**src/rtl/pipe_stage.sv**
```systemverilog
// Reusable valid/ready pipeline stage register with an optional skid entry,
// flush/stall control and saturating bubble/squash counters for perf monitoring.
module pipe_stage #(
    parameter int WIDTH          = 32,
    parameter int SKID           = 1,
    parameter int CLEAR_ON_FLUSH = 1,
    parameter int CNT_W          = 16
) (
    input  logic             clk,
    input  logic             rst,
    input  logic             in_valid,
    output logic             in_ready,
    input  logic [WIDTH-1:0] in_data,
    output logic             out_valid,
    input  logic             out_ready,
    output logic [WIDTH-1:0] out_data,
    input  logic             flush,
    input  logic             stall,
    output logic [1:0]       occupancy,
    output logic [CNT_W-1:0] bubble_count,
    output logic [CNT_W-1:0] squash_count
);

    typedef enum logic [1:0] {
        ST_EMPTY = 2'd0,
        ST_ONE   = 2'd1,
        ST_TWO   = 2'd2
    } state_t;

    state_t           r_state;
    state_t           w_state_nxt;
    logic [WIDTH-1:0] r_main;
    logic [WIDTH-1:0] r_skid;
    logic [CNT_W-1:0] r_bubble;
    logic [CNT_W-1:0] r_squash;

    logic       w_out_valid;
    logic       w_skid_full;
    logic [1:0] w_occ;
    logic       w_in_ready;
    logic       w_in_fire;
    logic       w_out_fire;
    logic       w_load_main;
    logic       w_load_skid;
    logic       w_pop_skid;

    // Add a small increment to a counter, clamping at all-ones instead of wrapping.
    function automatic logic [CNT_W-1:0] sat_add(input logic [CNT_W-1:0] a,
                                                 input logic [1:0]       b);
        logic [CNT_W:0] sum;
        sum = {1'b0, a} + {{(CNT_W-1){1'b0}}, b};
        if (sum[CNT_W]) begin
            return {CNT_W{1'b1}};
        end else begin
            return sum[CNT_W-1:0];
        end
    endfunction

    // Output decode of the occupancy state.
    always_comb begin
        w_out_valid = 1'b0;
        w_skid_full = 1'b0;
        w_occ       = 2'd0;
        case (r_state)
            ST_EMPTY: begin
                w_out_valid = 1'b0;
            end
            ST_ONE: begin
                w_out_valid = 1'b1;
                w_occ       = 2'd1;
            end
            ST_TWO: begin
                w_out_valid = 1'b1;
                w_skid_full = 1'b1;
                w_occ       = 2'd2;
            end
            default: begin
                w_out_valid = 1'b0;
            end
        endcase
    end

    // Ready: with a skid entry it depends only on state, so no path from out_ready/stall.
    always_comb begin
        w_in_ready = 1'b0;
        if (SKID != 0) begin
            w_in_ready = ~w_skid_full;
        end else begin
            w_in_ready = ~w_out_valid | (out_ready & ~stall);
        end
    end

    assign w_in_fire  = in_valid & w_in_ready & ~flush;
    assign w_out_fire = w_out_valid & out_ready & ~stall;

    // Next-state and datapath-load decode; flush overrides every transfer.
    always_comb begin
        w_state_nxt = r_state;
        w_load_main = 1'b0;
        w_load_skid = 1'b0;
        w_pop_skid  = 1'b0;
        case (r_state)
            ST_EMPTY: begin
                if (w_in_fire) begin
                    w_state_nxt = ST_ONE;
                    w_load_main = 1'b1;
                end else begin
                    w_state_nxt = ST_EMPTY;
                end
            end
            ST_ONE: begin
                if (w_in_fire && w_out_fire) begin
                    w_state_nxt = ST_ONE;
                    w_load_main = 1'b1;
                end else if (w_in_fire && (SKID != 0)) begin
                    w_state_nxt = ST_TWO;
                    w_load_skid = 1'b1;
                end else if (w_out_fire) begin
                    w_state_nxt = ST_EMPTY;
                end else begin
                    w_state_nxt = ST_ONE;
                end
            end
            ST_TWO: begin
                if (w_out_fire) begin
                    w_state_nxt = ST_ONE;
                    w_pop_skid  = 1'b1;
                end else begin
                    w_state_nxt = ST_TWO;
                end
            end
            default: begin
                w_state_nxt = ST_EMPTY;
            end
        endcase
        if (flush) begin
            w_state_nxt = ST_EMPTY;
            w_load_main = 1'b0;
            w_load_skid = 1'b0;
            w_pop_skid  = 1'b0;
        end else begin
            w_state_nxt = w_state_nxt;
        end
    end

    // State register.
    always_ff @(posedge clk) begin
        if (rst) begin
            r_state <= ST_EMPTY;
        end else begin
            r_state <= w_state_nxt;
        end
    end

    // Payload registers; the skid entry only ever drains into main, keeping FIFO order.
    always_ff @(posedge clk) begin
        if (rst) begin
            r_main <= {WIDTH{1'b0}};
            r_skid <= {WIDTH{1'b0}};
        end else if (flush) begin
            if (CLEAR_ON_FLUSH != 0) begin
                r_main <= {WIDTH{1'b0}};
                r_skid <= {WIDTH{1'b0}};
            end else begin
                r_main <= r_main;
                r_skid <= r_skid;
            end
        end else begin
            if (w_load_main) begin
                r_main <= in_data;
            end else if (w_pop_skid) begin
                r_main <= r_skid;
            end else begin
                r_main <= r_main;
            end
            if (w_load_skid) begin
                r_skid <= in_data;
            end else begin
                r_skid <= r_skid;
            end
        end
    end

    // Saturating bubble and squash counters; reset discards entries without counting them.
    always_ff @(posedge clk) begin
        if (rst) begin
            r_bubble <= {CNT_W{1'b0}};
            r_squash <= {CNT_W{1'b0}};
        end else begin
            if (!w_out_valid) begin
                r_bubble <= sat_add(r_bubble, 2'd1);
            end else begin
                r_bubble <= r_bubble;
            end
            if (flush) begin
                r_squash <= sat_add(r_squash, w_occ);
            end else begin
                r_squash <= r_squash;
            end
        end
    end

    assign in_ready     = w_in_ready;
    assign out_valid    = w_out_valid;
    assign out_data     = r_main;
    assign occupancy    = w_occ;
    assign bubble_count = r_bubble;
    assign squash_count = r_squash;

endmodule

```
**config.mk**
```make
export PLATFORM = sky130hd
export DESIGN_NAME = pipe_stage
export DESIGN_NICKNAME = d
export VERILOG_FILES = /design/src/rtl/pipe_stage.sv
export SDC_FILE = /design/constraint.sdc
export NUM_CORES = 1
export LEC_CHECK = 0
export ABC_CLOCK_PERIOD_IN_PS = 5330
export BUFFER_PORTS_ARGS = -buffer_cell sky130_fd_sc_hd__clkbuf_2
export CORE_UTILIZATION = 57
export CTS_CLUSTER_SIZE = 10
export DETAILED_ROUTE_END_ITERATION = 10
export PLACE_DENSITY_LB_ADDON = 0.15
export SLEW_MARGIN = 20
export SYNTH_ARGS = -nofsm -noshare
export SYNTH_HDL_FRONTEND = slang
export SYNTH_SLANG_ARGS = --single-unit
```
**constraint.sdc**
```tcl
create_clock -name clk -period 5.33 [get_ports clk]
set_clock_uncertainty 0.1 [all_clocks]
set_input_delay 0.2665 -clock clk [delete_from_list [all_inputs] [get_ports clk]]
set_output_delay 0.2665 -clock clk [all_outputs]
set_load 0.005 [all_outputs]
```
# ---- After elaboration in Yosys (flattened, before gate mapping)
# Index checks and enable logic that the tools add are counted.
dict set report totals {
  regBits 98
  latch_bits 0
  ramBits 0
  romBits 0
  in_bits 38
  output_inout_bits 68
  wordCells 44
  mem_count 0
}
dict set report op_classes {
  n_addsub 2
  multipliers 0
  div_mod_pow 0
  magnitude_cmp 0
  n_eq_ne 2
  shift 0
  muxes 23
  n_bitwise 7
  n_reduce_logical 5
}
# operator count
set op_table {}
lappend op_table {{2-to-1 mux 32 bit} 2}
lappend op_table {{2-to-1 mux 16 bit} 2}
lappend op_table {{adder 16 x 1 -> 17 bit (second input constant)} 1}
lappend op_table {{adder 16 x 2 -> 17 bit} 1}
lappend op_table {{2-to-1 mux 1 bit} 13}
lappend op_table {{2-to-1 mux 2 bit} 3}
lappend op_table {{case mux 2 bit (3 select lines)} 1}
lappend op_table {{AND 1 bit} 4}
lappend op_table {{case mux 2 bit (2 select lines)} 1}
lappend op_table {{OR reduction 2 bit} 2}
lappend op_table {{NOT 1 bit} 3}
lappend op_table {{equality test 2 x 1 -> 1 bit (second input constant)} 1}
lappend op_table {{equality test 2 bit (second input constant)} 1}
lappend op_table {{logical NOT 2 bit} 1}
lappend op_table {{case mux 1 bit (2 select lines)} 1}
lappend op_table {{nonzero test 2 bit} 1}
lappend op_table {{logical AND 1 bit} 1}

# ---- Logic depth before layout (Yosys ltp)
dict set report logic_depth {
  ltp_word 10
  ltp_mapped 13
  ltp_nobuf 10
}

# ---- Least setup slack after synthesis
# Ideal clock, no wire load.
dict set report synth_timing {
  kind {register to register}
  start {reg r_state[1]}
  end {reg r_squash[2] (netlist: squash_count[2])}
  setup_time_ps 71
  t_arrival_ps 2233
  required_time_ps 5159
  slack_ps 2926
  stages_incl_launch_ff 10
  path_buffers 1
  period_less_slack_ps 2404
  path_cell_list {dfxtp_1 inv_1 ha_1 ha_1 inv_1 fa_1 nor4_1 nand4_1 buf_2 a21oi_1}
}
dict set report synth_between {
  elab_chain_len 4
  word_cells_on_any_way 5
  cone_classes {1 x add/sub; 2 x eq/ne; 2 x mux}
}
# element line_no
set synth_lines {}
lappend synth_lines {{from (decl)} 30} ;# state_t r_state;
lappend synth_lines {{from (signal assigned)} 151} ;# r_state <= w_state_nxt;
lappend synth_lines {{equality test 2 bit / equality test 2 x 1 -> 1 bit (equally long branches)} 64} ;# case (r_state)
lappend synth_lines {{case mux 2 bit (2 select lines) *} 64}
lappend synth_lines {{net occupancy[0]} 19} ;# output logic [1:0] occupancy,
lappend synth_lines {{adder 16 x 2 -> 17 bit *} 51} ;# sum = {1'b0, a} + {{(CNT_W-1){1'b0}}, b};
lappend synth_lines {{2-to-1 mux 16 bit *} 52} ;# if (sum[CNT_W]) begin
lappend synth_lines {{to (signal assigned)} 188} ;# r_squash <= {CNT_W{1'b0}};
lappend synth_lines {{to (signal assigned)} 196} ;# r_squash <= sat_add(r_squash, w_occ);
lappend synth_lines {{to (signal assigned)} 198} ;# r_squash <= r_squash;
lappend synth_lines {{to (decl)} 35} ;# logic [CNT_W-1:0] r_squash;
# The timed path passes the listed nets; every way through them passes the cells marked *.
# A chain may end at the register's enable or synchronous reset.

# ---- Worst setup path in the final report
dict set report layout_timing {
  start {reg r_state[1]}
  end {reg r_squash[13] (netlist: squash_count[13])}
}
dict set report layout_between {
  elab_chain_len 4
  word_cells_on_any_way 5
  cone_classes {1 x add/sub; 2 x eq/ne; 2 x mux}
}
# element line_no
set layout_lines {}
lappend layout_lines {{equality test 2 bit / equality test 2 x 1 -> 1 bit (equally long branches)} 64}
lappend layout_lines {{case mux 2 bit (2 select lines) *} 64}
lappend layout_lines {{adder 16 x 2 -> 17 bit *} 51}
lappend layout_lines {{2-to-1 mux 16 bit *} 52}
# Mark *: on every way between the ends. The rest lies on a longest branch, timed or not.

==> results.txt <==
----------------------------------------------------
[Min path]
  Worst hold-check path type ... in2reg
  Beginning of the worst hold path ... in_data[23]

[Placement]
  Placement-stage worst setup slack ... 2.348 ns
  Placed inst area ... 0.004772 mm²
  GPL Wtd Cong ... 0.7866
  Count of buffers inserted at the top-level ports ... 105
  Post-detail-place hpwl ... 6444 µm

[Cells and area]
  Net count, final ... 655
  Total of fill cells in the finished design ... 640
  Fraction of layout cells with a size suffix above 1 ... 0.2377
  Footprint of the flip-flops and latches ... 0.001962 mm²
  # diodes ... 0
  Syn-to-layout area delta ... 16.63%
  Area of combinational cells with multiple inputs ... 0.002090 mm²
  Final instance area ... 0.004957 mm²
  Final design utilization ... 0.6871

[STA]
  Unrepaired setup endpoints after global routing ... false
  Final cycle utilization of the critical path ... 0.5730
  Setup TNS after final layout ... 0 ns
  Min Hold Slack ... 0.02131 ns
  Slew HR ... 0.4595
  Worst Setup Slack, final ... 2.276 ns
  Maximum clock frequency ... 0.3274 GHz
  Hold violation count in the final report ... 0
  Setup violation total in the final timing report ... 0
  Fin. max-slew vios ... 0
  Slew of the pin with the lowest slew margin ... 0.8107 ns
  Final critical path time including I/O delays and setup ... 3.054 ns

[Synthesis]
  Number of synthesized register bits ... 98
  Sequential area share after synthesis ... 0.4616
  Yosys warnings ... 0
  Post-Syn Area per Cell ... 8.158 µm²
  Count of flip-flops with a built-in enable after synthesis ... 0
  Most common cell in the synthesized netlist ... sky130_fd_sc_hd__dfxtp_1
  Cell count after synthesis ... 521
  Asr flop ratio synth ... 0
  Syn Std Cell Area ... 0.004250 mm²
  Synth unique cells ... 43
  Most area-consuming cells after synthesis ... sky130_fd_sc_hd__dfxtp_1 46%, sky130_fd_sc_hd__nand2_1 6.9%, sky130_fd_sc_hd__nor2_1 6.5%
  Post-synth top cells ... 98 x sky130_fd_sc_hd__dfxtp_1, 78 x sky130_fd_sc_hd__nand2_1, 74 x sky130_fd_sc_hd__nor2_1, 48 x sky130_fd_sc_hd__a21oi_1, 41 x sky130_fd_sc_hd__nor4_1
  Portion of synthesized cell area occupied by the leading cell type ... 0.4616
  Cell taking the most area after synthesis ... sky130_fd_sc_hd__dfxtp_1
  Top FF cell, synth ... sky130_fd_sc_hd__dfxtp_1
  Number of nets produced by synthesis ... 571

[Worst setup path]
  Critical R2R Capture ... squash_count[13]
  Reg2Reg Depth ... 8
  Required time at the endpoint of the critical path ... 5.50 ns
  Critical Path End Type ... register
  Launching element type of the critical path ... register
  Critical path data arrival time ... 3.23 ns
  Critical Path Fanout Max ... 13
  Worst flop-to-flop path startpoint ... r_state[1]
  Setup CP Type ... reg2reg
  Crit path to ... squash_count[13]
  Register-to-register path setup slack ... 2.28 ns
  Worst setup path startpoint ... r_state[1]

[Clocking]
  H-tree level count ... 3
  TritonCTS clock tree ... yes
  Number of gates resized after cts ... 0
  Clock edge transition at the registers on the reported setup and hold paths ... 0.11 ns
  Skew-Pair Late Insertion Delay ... 0.36 ns
  Number of buffers inserted during clock tree synthesis ... 9
  Post-CTS Hold Fix Bufs ... 0
  Setup bufs post-CTS ... 0
  Max Root-Sink Buffers ... 2
  Root Driver ... sky130_fd_sc_hd__clkbuf_8
  Count of clock tree sinks ... 98

[Detailed routing]
  Via count of the routed design ... 3869
  Routed length on met2 ... 4677 µm
  Total iterations of the first detailed-routing run ... 4
  Top layer used by detailed routing ... met4
  Average vias per placed instance ... 5.457
  Wirelength, routed ... 9901 µm
  DRC violation total after the first TritonRoute iteration ... 156
  Routed length on met3 ... 539 µm
  Met1 wire length ... 4569 µm
  Remaining antenna violation count ... 0
  Mean routed wirelength per cell ... 13.96 µm
  # DRC ... 0

[Floorplan]
  Ports placed on the boundary ... 106
  Width of the die ... 88.35 µm
  Die height ... 88.35 µm
  Initial Utilization ... 0.5891
  Number of cell rows ... 31
  Area of the die ... 0.007806 mm²
  CORE AREA ... 0.007214 mm²

[Power and ir drop]
  Leak pwr ... 1.965 nW
  Worst ir drop on vdd ... 0.1647 mV
  Power per Cell Area ... 263.1 mW/mm²

[GRT]
  Global route overflow ... 0
  Number of antenna violations at the first check in global routing ... 0
  Largest net degree at the start of global routing ... 67
  Global-route wire length before repair ... 15490 µm
  Number of global-route vias before repair ... 3440
  Gr usage total ... 0.2527

[Flow run]
  Number of maximum-capacitance violations ... 0

[Status]
  Result of the run ... complete, no violations

----------------------------------------------------
## where the power goes
group	internal, mW	total [mW]	switching (mW)
clock	0.179	0.457	0.278
combinational	0.0357	0.0944	0.0587
sequential	0.744	0.753	0.00901
## placed cells by master, fill, tap and decap left out, types with 3 or more instances in the layout
cell type / n
sky130_fd_sc_hd__dfxtp_1: 98
sky130_fd_sc_hd__buf_4: 3
sky130_fd_sc_hd__clkbuf_8: 9
sky130_fd_sc_hd__o21ai_0: 5
sky130_fd_sc_hd__inv_1: 12
sky130_fd_sc_hd__ha_1: 11
sky130_fd_sc_hd__nor2_1: 73
sky130_fd_sc_hd__o21ai_2: 10
sky130_fd_sc_hd__a211oi_1: 4
sky130_fd_sc_hd__a31oi_1: 3
sky130_fd_sc_hd__nand2_1: 77
sky130_fd_sc_hd__nand4_1: 6
sky130_fd_sc_hd__nand3_1: 7
sky130_fd_sc_hd__xor2_1: 3
sky130_fd_sc_hd__a21oi_1: 48
sky130_fd_sc_hd__nor4_1: 41
sky130_fd_sc_hd__xnor2_1: 20
sky130_fd_sc_hd__nor3_1: 40
sky130_fd_sc_hd__clkbuf_2: 105
## metrics by stage
stage               cells  power, mW
detailed placement    693     0.8638
finish                709      1.304
global route          709      1.353
floorplan             521     0.8219
CTS                   709      1.312
global placement      693     0.8610
## cell families (layout without fill, tap and decap cells)
| kind of cell | after synthesis | after routing | synth area share |
|---|---|---|---|
| compound gates | 72 | 72 | 0.09832 |
| xor+xnor | 23 | 23 | 0.04740 |
| fa+ha+maj | 12 | 12 | 0.03709 |
| buf+inv | 48 | 137 | 0.04886 |
| flops | 98 | 98 | 0.4616 |
| mux | 2 | 2 | 0.004710 |
| simple gates | 266 | 266 | 0.3020 |
## area by class of cell
cell class	instances	share of cell area
clock buffers	9	0.02499
clock inverters	7	0.01237
inverters	13	0.009844
multi-input cells	375	0.4215
flip-flops and latches	98	0.3958
well taps	99	0.02499
repair buffers	108	0.1106
## sequential cells by signal, summed over array words and instances, names as in the netlist
name,cells
out_data,32
r_skid,32
bubble_count,16
squash_count,16
r_state,2
## critical path, stage by stage, from the launching register on
cell and delay (ns):
sky130_fd_sc_hd__dfxtp_1 0.36, sky130_fd_sc_hd__inv_1 0.10, sky130_fd_sc_hd__ha_1 0.17, sky130_fd_sc_hd__ha_1 0.16, sky130_fd_sc_hd__inv_1 0.05, sky130_fd_sc_hd__fa_1 0.48
sky130_fd_sc_hd__nor4_1 0.59, sky130_fd_sc_hd__nand4_1 0.61, sky130_fd_sc_hd__a21oi_1 0.33
## routing by layer
| layer | global-route usage | vias to the layer above |
|---|---|---|
| met5 | 0 | - |
| met4 | 0.08798 | 0 |
| met3 | 0.05877 | 13 |
| met2 | 0.4189 | 107 |
| met1 | 0.3241 | 1799 |
| li1 | - | 1950 |
## worst min path at each step
stage                             endpoint  cells past startpoint  slack [ns]
final                           r_skid[23]                      3        0.02
after global routing            r_skid[17]                      3        0.02
after CTS                       r_skid[17]                      3        0.01
after detailed placement        r_skid[28]                      2        0.35
after global placement          r_skid[28]                      2        0.34
after floorplan           bubble_count[15]                      1        0.28
Power figures use the tool's default switching activity.
